$ cat config.mk
export PLATFORM = sky130hd
export DESIGN_NAME = mux_skid_stage
export DESIGN_NICKNAME = d
export VERILOG_FILES = /design/src/rtl/otter_mux_pkg.sv /design/src/rtl/mux_nto1.sv /design/src/rtl/mux_skid_stage.sv
export SDC_FILE = /design/constraint.sdc
export NUM_CORES = 1
export LEC_CHECK = 0
export ABC_AREA = 1
export CAP_MARGIN = 15
export CORE_ASPECT_RATIO = 0.5
export CORE_MARGIN = 2
export CORE_UTILIZATION = 45
export DETAILED_ROUTE_END_ITERATION = 12
export MAX_ROUTING_LAYER = met4
export PLACE_DENSITY = 0.83
export SETUP_SLACK_MARGIN = 0.5
export SYNTH_ARGS = -nofsm -noshare
export SYNTH_HDL_FRONTEND = slang
export SYNTH_HIERARCHICAL = 1
export SYNTH_SLANG_ARGS = --single-unit
$ cat constraint.sdc
create_clock -name CLK -period 2.54 [get_ports CLK]
set_input_delay 0.508 -clock CLK [delete_from_list [all_inputs] [get_ports CLK]]
set_output_delay 0.508 -clock CLK [all_outputs]
set_load 0.02 [all_outputs]
$ cat src/rtl/otter_mux_pkg.sv
// -----------------------------------------------------------------------------
// otter_mux_pkg
// Shared types and helpers for the mux/skid stage.
//   state_e   : occupancy state of the two-entry stage (EMPTY / BUSY / FULL)
//   sel_width : width of a select bus for n inputs, never less than one bit
// -----------------------------------------------------------------------------
package otter_mux_pkg;

    // The encoding matches the number of held words, so the state value
    // can also serve as the occupancy count.
    typedef enum logic [1:0] {
        EMPTY = 2'd0,
        BUSY  = 2'd1,
        FULL  = 2'd2
    } state_e;

    // max(1, clog2(n)): a two-input mux still needs one select bit.
    function automatic int sel_width(input int n);
        return (n <= 2) ? 1 : $clog2(n);
    endfunction

endpackage : otter_mux_pkg

$ cat src/rtl/mux_nto1.sv
// -----------------------------------------------------------------------------
// mux_nto1
// Combinational N:1 word selector with out-of-range clamping.
//   in_data  : NUM_IN packed words, word k at [k*WIDTH +: WIDTH]
//   sel      : word index; any value >= NUM_IN picks word NUM_IN-1
//   out_data : selected word
// -----------------------------------------------------------------------------
module mux_nto1
    import otter_mux_pkg::*;
#(
    parameter int WIDTH  = 32,
    parameter int NUM_IN = 4
) (
    input  logic [NUM_IN*WIDTH-1:0]       in_data,
    input  logic [sel_width(NUM_IN)-1:0]  sel,
    output logic [WIDTH-1:0]              out_data
);

    localparam int SEL_W = sel_width(NUM_IN);

    // The default of the last word doubles as the clamp: an out-of-range
    // select matches no index in the loop and falls through to it.
    // NOTE: assigning every always_comb output before any condition is what
    // keeps the block purely combinational; a missed path would infer a latch.
    always_comb begin
        out_data = in_data[(NUM_IN-1)*WIDTH +: WIDTH];
        for (int k = 0; k < NUM_IN - 1; k++) begin
            if (sel == SEL_W'(k)) begin
                out_data = in_data[k*WIDTH +: WIDTH];
            end
        end
    end

endmodule : mux_nto1

$ cat src/rtl/mux_skid_stage.sv
// -----------------------------------------------------------------------------
// mux_skid_stage
// Selects one of NUM_IN input words and passes it through a two-entry
// valid/ready stage (main register + skid register), one cycle of latency,
// full throughput, with in_ready fully registered.
//   CLK, RST   : clock, synchronous active-high reset
//   in_data    : NUM_IN packed input words
//   sel        : input select, captured with the input transfer
//   in_valid   : upstream offers a word
//   in_ready   : stage can accept a word (registered)
//   out_data   : head word (holds its value while out_valid is low)
//   out_valid  : out_data is a valid transfer
//   out_ready  : downstream accepts out_data
//   flush      : discard held and incoming words
//   occupancy  : number of held words, 0..2
// -----------------------------------------------------------------------------
module mux_skid_stage
    import otter_mux_pkg::*;
#(
    parameter int WIDTH  = 32,
    parameter int NUM_IN = 4
) (
    input  logic                          CLK,
    input  logic                          RST,
    input  logic [NUM_IN*WIDTH-1:0]       in_data,
    input  logic [sel_width(NUM_IN)-1:0]  sel,
    input  logic                          in_valid,
    output logic                          in_ready,
    output logic [WIDTH-1:0]              out_data,
    output logic                          out_valid,
    input  logic                          out_ready,
    input  logic                          flush,
    output logic [1:0]                    occupancy
);

    state_e             state_q, state_d;
    logic [WIDTH-1:0]   main_q,  main_d;
    logic [WIDTH-1:0]   skid_q,  skid_d;
    logic               in_ready_q;
    logic [WIDTH-1:0]   sel_word;
    logic               in_xfer;
    logic               out_xfer;

    mux_nto1 #(
        .WIDTH  (WIDTH),
        .NUM_IN (NUM_IN)
    ) u_mux (
        .in_data  (in_data),
        .sel      (sel),
        .out_data (sel_word)
    );

    assign in_xfer  = in_valid && in_ready_q && !flush;
    assign out_xfer = out_valid && out_ready;

    always_comb begin
        state_d = state_q;
        main_d  = main_q;
        skid_d  = skid_q;

        unique case (state_q)
            EMPTY: begin
                if (in_xfer) begin
                    state_d = BUSY;
                    main_d  = sel_word;
                end
            end
            BUSY: begin
                if (in_xfer && out_xfer) begin
                    main_d = sel_word;
                end else if (in_xfer) begin
                    state_d = FULL;
                    skid_d  = sel_word;
                end else if (out_xfer) begin
                    state_d = EMPTY;
                end
            end
            FULL: begin
                // in_ready is low here, so only the drain side can move.
                if (out_xfer) begin
                    state_d = BUSY;
                    main_d  = skid_q;
                end
            end
            default: begin
                state_d = EMPTY;
            end
        endcase

        // Flush empties the stage but leaves the data registers untouched so
        // out_data keeps showing the last head word while out_valid is low.
        if (flush) begin
            state_d = EMPTY;
            main_d  = main_q;
            skid_d  = skid_q;
        end
    end

    // NOTE: sequential state is updated with non-blocking assignments so every
    // register samples the values from before the edge, whatever the order.
    always_ff @(posedge CLK) begin
        if (RST) begin
            state_q    <= EMPTY;
            main_q     <= '0;
            skid_q     <= '0;
            in_ready_q <= 1'b1;
        end else begin
            state_q    <= state_d;
            main_q     <= main_d;
            skid_q     <= skid_d;
            // Registered from the next state: no path from out_ready.
            in_ready_q <= (state_d != FULL);
        end
    end

    assign in_ready  = in_ready_q;
    assign out_data  = main_q;
    assign out_valid = (state_q != EMPTY);
    assign occupancy = state_q;

endmodule : mux_skid_stage

==> impl_metrics.ini <==
[setup_path]
slowest_stage = clkdlybuf4s50_1
crit_buf_inv = 1
r2r_setup_slack_ns = 1.00
cp.required_ns = 2.03
critical_path.top_delay_family = buffers and inverters
crit_path_max_incr_delay_ns = 0.64
crit_chain = clkdlybuf4s50_1
crit_type = register to output pin
reg2reg_to = out_data[31]
ff2ff_path_depth = 9
end_kind = output pin
reg2reg_from = occupancy[1]
cp_max_fo = 5
worstPathArrival_ns = 1.39
critPathLaunchType = register

[min_path]
hp-start = skid_q[2]
worstHoldPathType = register to register
holdPathEnd = skid_q[2]
holdPathStages = 2

[routing]
drt_iter0_drc = 260
wire_per_inst_um = 12.2
num_vias = 4741
ant_nets = 0
wirelength_um = 12100
first_pass_iters = 5
vias_per_cell = 4.78
drc = 0

[timing]
slew_violations = 0
fmax_ghz = 0.527
max_slew_margin_pct = 64.1
period_share_pct = 74.8
rsz0062_at_grt = false
min_period_ns = 1.90
setup_viol = 0
worstMarginPinSlew_ns = 0.539
finalHoldViolations = 0
skew_ns = 0.00477
setup_tns_ns = 0

[clocking]
cts_sinks = 67
cts_tree = yes
clkTransAtPathRegs_ns = 0.05
cts_root_buf = clkbuf_16
clock_path_buffers = 2
cts_max_level = 3
numCtsBuffers = 9
clock_latency_ns = 0.33

[finish]
drive_above_1_share_pct = 4.23
layout.nets = 1004
area_growth_pct = 49.7
design_area_mm2 = 0.00619
antennaDiodeCount = 0

[placement]
dp_hpwl_um = 8360
place_congestion = 0.943
port_buffers = 170
place_area_mm2 = 0.00583

[logic_synthesis]
syn_avg_cell_area_um2 = 5.74
synthesis.nets = 855
syn_inst = 720
synth.cell_area_mm2 = 0.00413
ys_seq_area_share_pct = 32.5
ys_types = 20
ys_warn_count = 6
ys_ff_latch = 67

[run_status]
status = finished, final reports clean

[pwr]
power_mw = 3.12
ir_worst_vdd_mv = 0.368
p_per_area_mw_per_mm2 = 504
p_leak_nw = 2.92

[die]
chipWidth_um = 140
die-area_mm2 = 0.0100
initial_core_util_pct = 47.0
core_mm2 = 0.00880
die_h_um = 71.8
rows = 24
ios = 171

[grt]
grt.total_usage_pct = 25.1
grt_pass1_vias = 4420
grt-ovfl-total = 0
grt_pass1_wl_um = 19900
grt_max_degree = 66
antenna_found_initial = 0

[job]
cap_violations = 0
[per-layer routing]
| layer | global-route usage [%] | part of all wire (%) | vias to the layer above |
|---|---|---|---|
| met4 | 8.87 | 2.5 | 0 |
| met5 | - | 0 | - |
| li1 | - | - | 2498 |
| met3 | 6.68 | 7.0 | 33 |
| met2 | 42.4 | 47 | 162 |
| met1 | 29.2 | 43 | 2048 |
[power by group]
| group | switching [mW] | total (mW) | leakage, nW | internal, mW |
|---|---|---|---|---|
| Clock | 0.424 | 1.21 | 0.141 | 0.785 |
| Combinational | 0.382 | 0.786 | 2.24 | 0.404 |
| Sequential | 0.0246 | 1.13 | 0.547 | 1.10 |
| Total | 0.831 | 3.12 | 2.92 | 2.29 |
[Yosys cell counts, drive strengths merged]
| master | number | area share, % |
|---|---|---|
| a21oi | 33 | 4.0 |
| buf | 34 | 6.1 |
| clkbuf | 12 | 1.1 |
| dfxtp | 67 | 32 |
| inv | 73 | 6.6 |
| nand2 | 234 | 21 |
| nand3 | 37 | 4.8 |
| nand4 | 1 | 0.15 |
| nor2 | 162 | 15 |
| nor3 | 1 | 0.12 |
| o211ai | 1 | 0.18 |
| o21ai | 64 | 7.8 |
| o31ai | 1 | 0.18 |
[per-stage QoR]
stage,std cells,utilization [%],hold slack [ns],setup WS (ns)
after floorplan,720,-,0.425,1.05
after global placement,971,66.3,0.432,0.108
after detailed placement,971,66.3,0.439,0.0746
after CTS,988,69.7,0.447,0.580
after global routing,991,70.3,0.464,0.593
final,991,70.3,0.445,0.641
[kinds of logic after synthesis]
kind of cell	Yosys count	share of synthesized area (%)
AND/OR/NAND/NOR	435	41.7
flip-flops	67	32.5
AO/OA/AOI/OAI	99	12.1
buffers and inverters	119	13.8
[worst max-delay path by stage]
stage	startpoint	end	cells after the start
6_report	occupancy[1]	occupancy[1]	1
5_1_grt	occupancy[1]	occupancy[1]	1
4_1_cts	sel[0]	out_data[17]	11
3_5_place_dp	sel[1]	out_data[18]	10
3_3_place_gp	sel[1]	out_data[18]	10
2_1_floorplan	sel[0]	out_data[28]	11
[registers in the layout, indices dropped and copies added, names as in the netlist]
name and count:
out_data 32, skid_q 32, occupancy 2, in_ready 1
[what timing repair did]
action	CTS	global route
cloned	1	2
pin swaps	1	2
endpoints found under the setup margin	32	27
hold buffers	0	0
setup buffers	0	1
resized for setup	3	4
[cell type report]
type / instances / area (um2)
repair buffers: 182 / 1880
multi-input cells: 536 / 2250
clock buffers: 14 / 254
inverters: 73 / 279
flip-flops and latches: 67 / 1340
well taps: 117 / 146
fillers: 755 / 2610
clock inverters: 2 / 35.0
[cells in the final DEF, fill, tap and decap left out, drive strengths merged, types with 2 or more instances in the layout]
cell type / synthesis / routed
nand2: 234 / 234
clkdlybuf4s50: 0 / 167
nor2: 162 / 164
inv: 73 / 72
dfxtp: 67 / 67
o21ai: 64 / 64
nand3: 37 / 37
a21oi: 33 / 33
clkbuf: 12 / 16
buf: 34 / 11
clkinv: 0 / 2
Power figures use the tool's default switching activity.
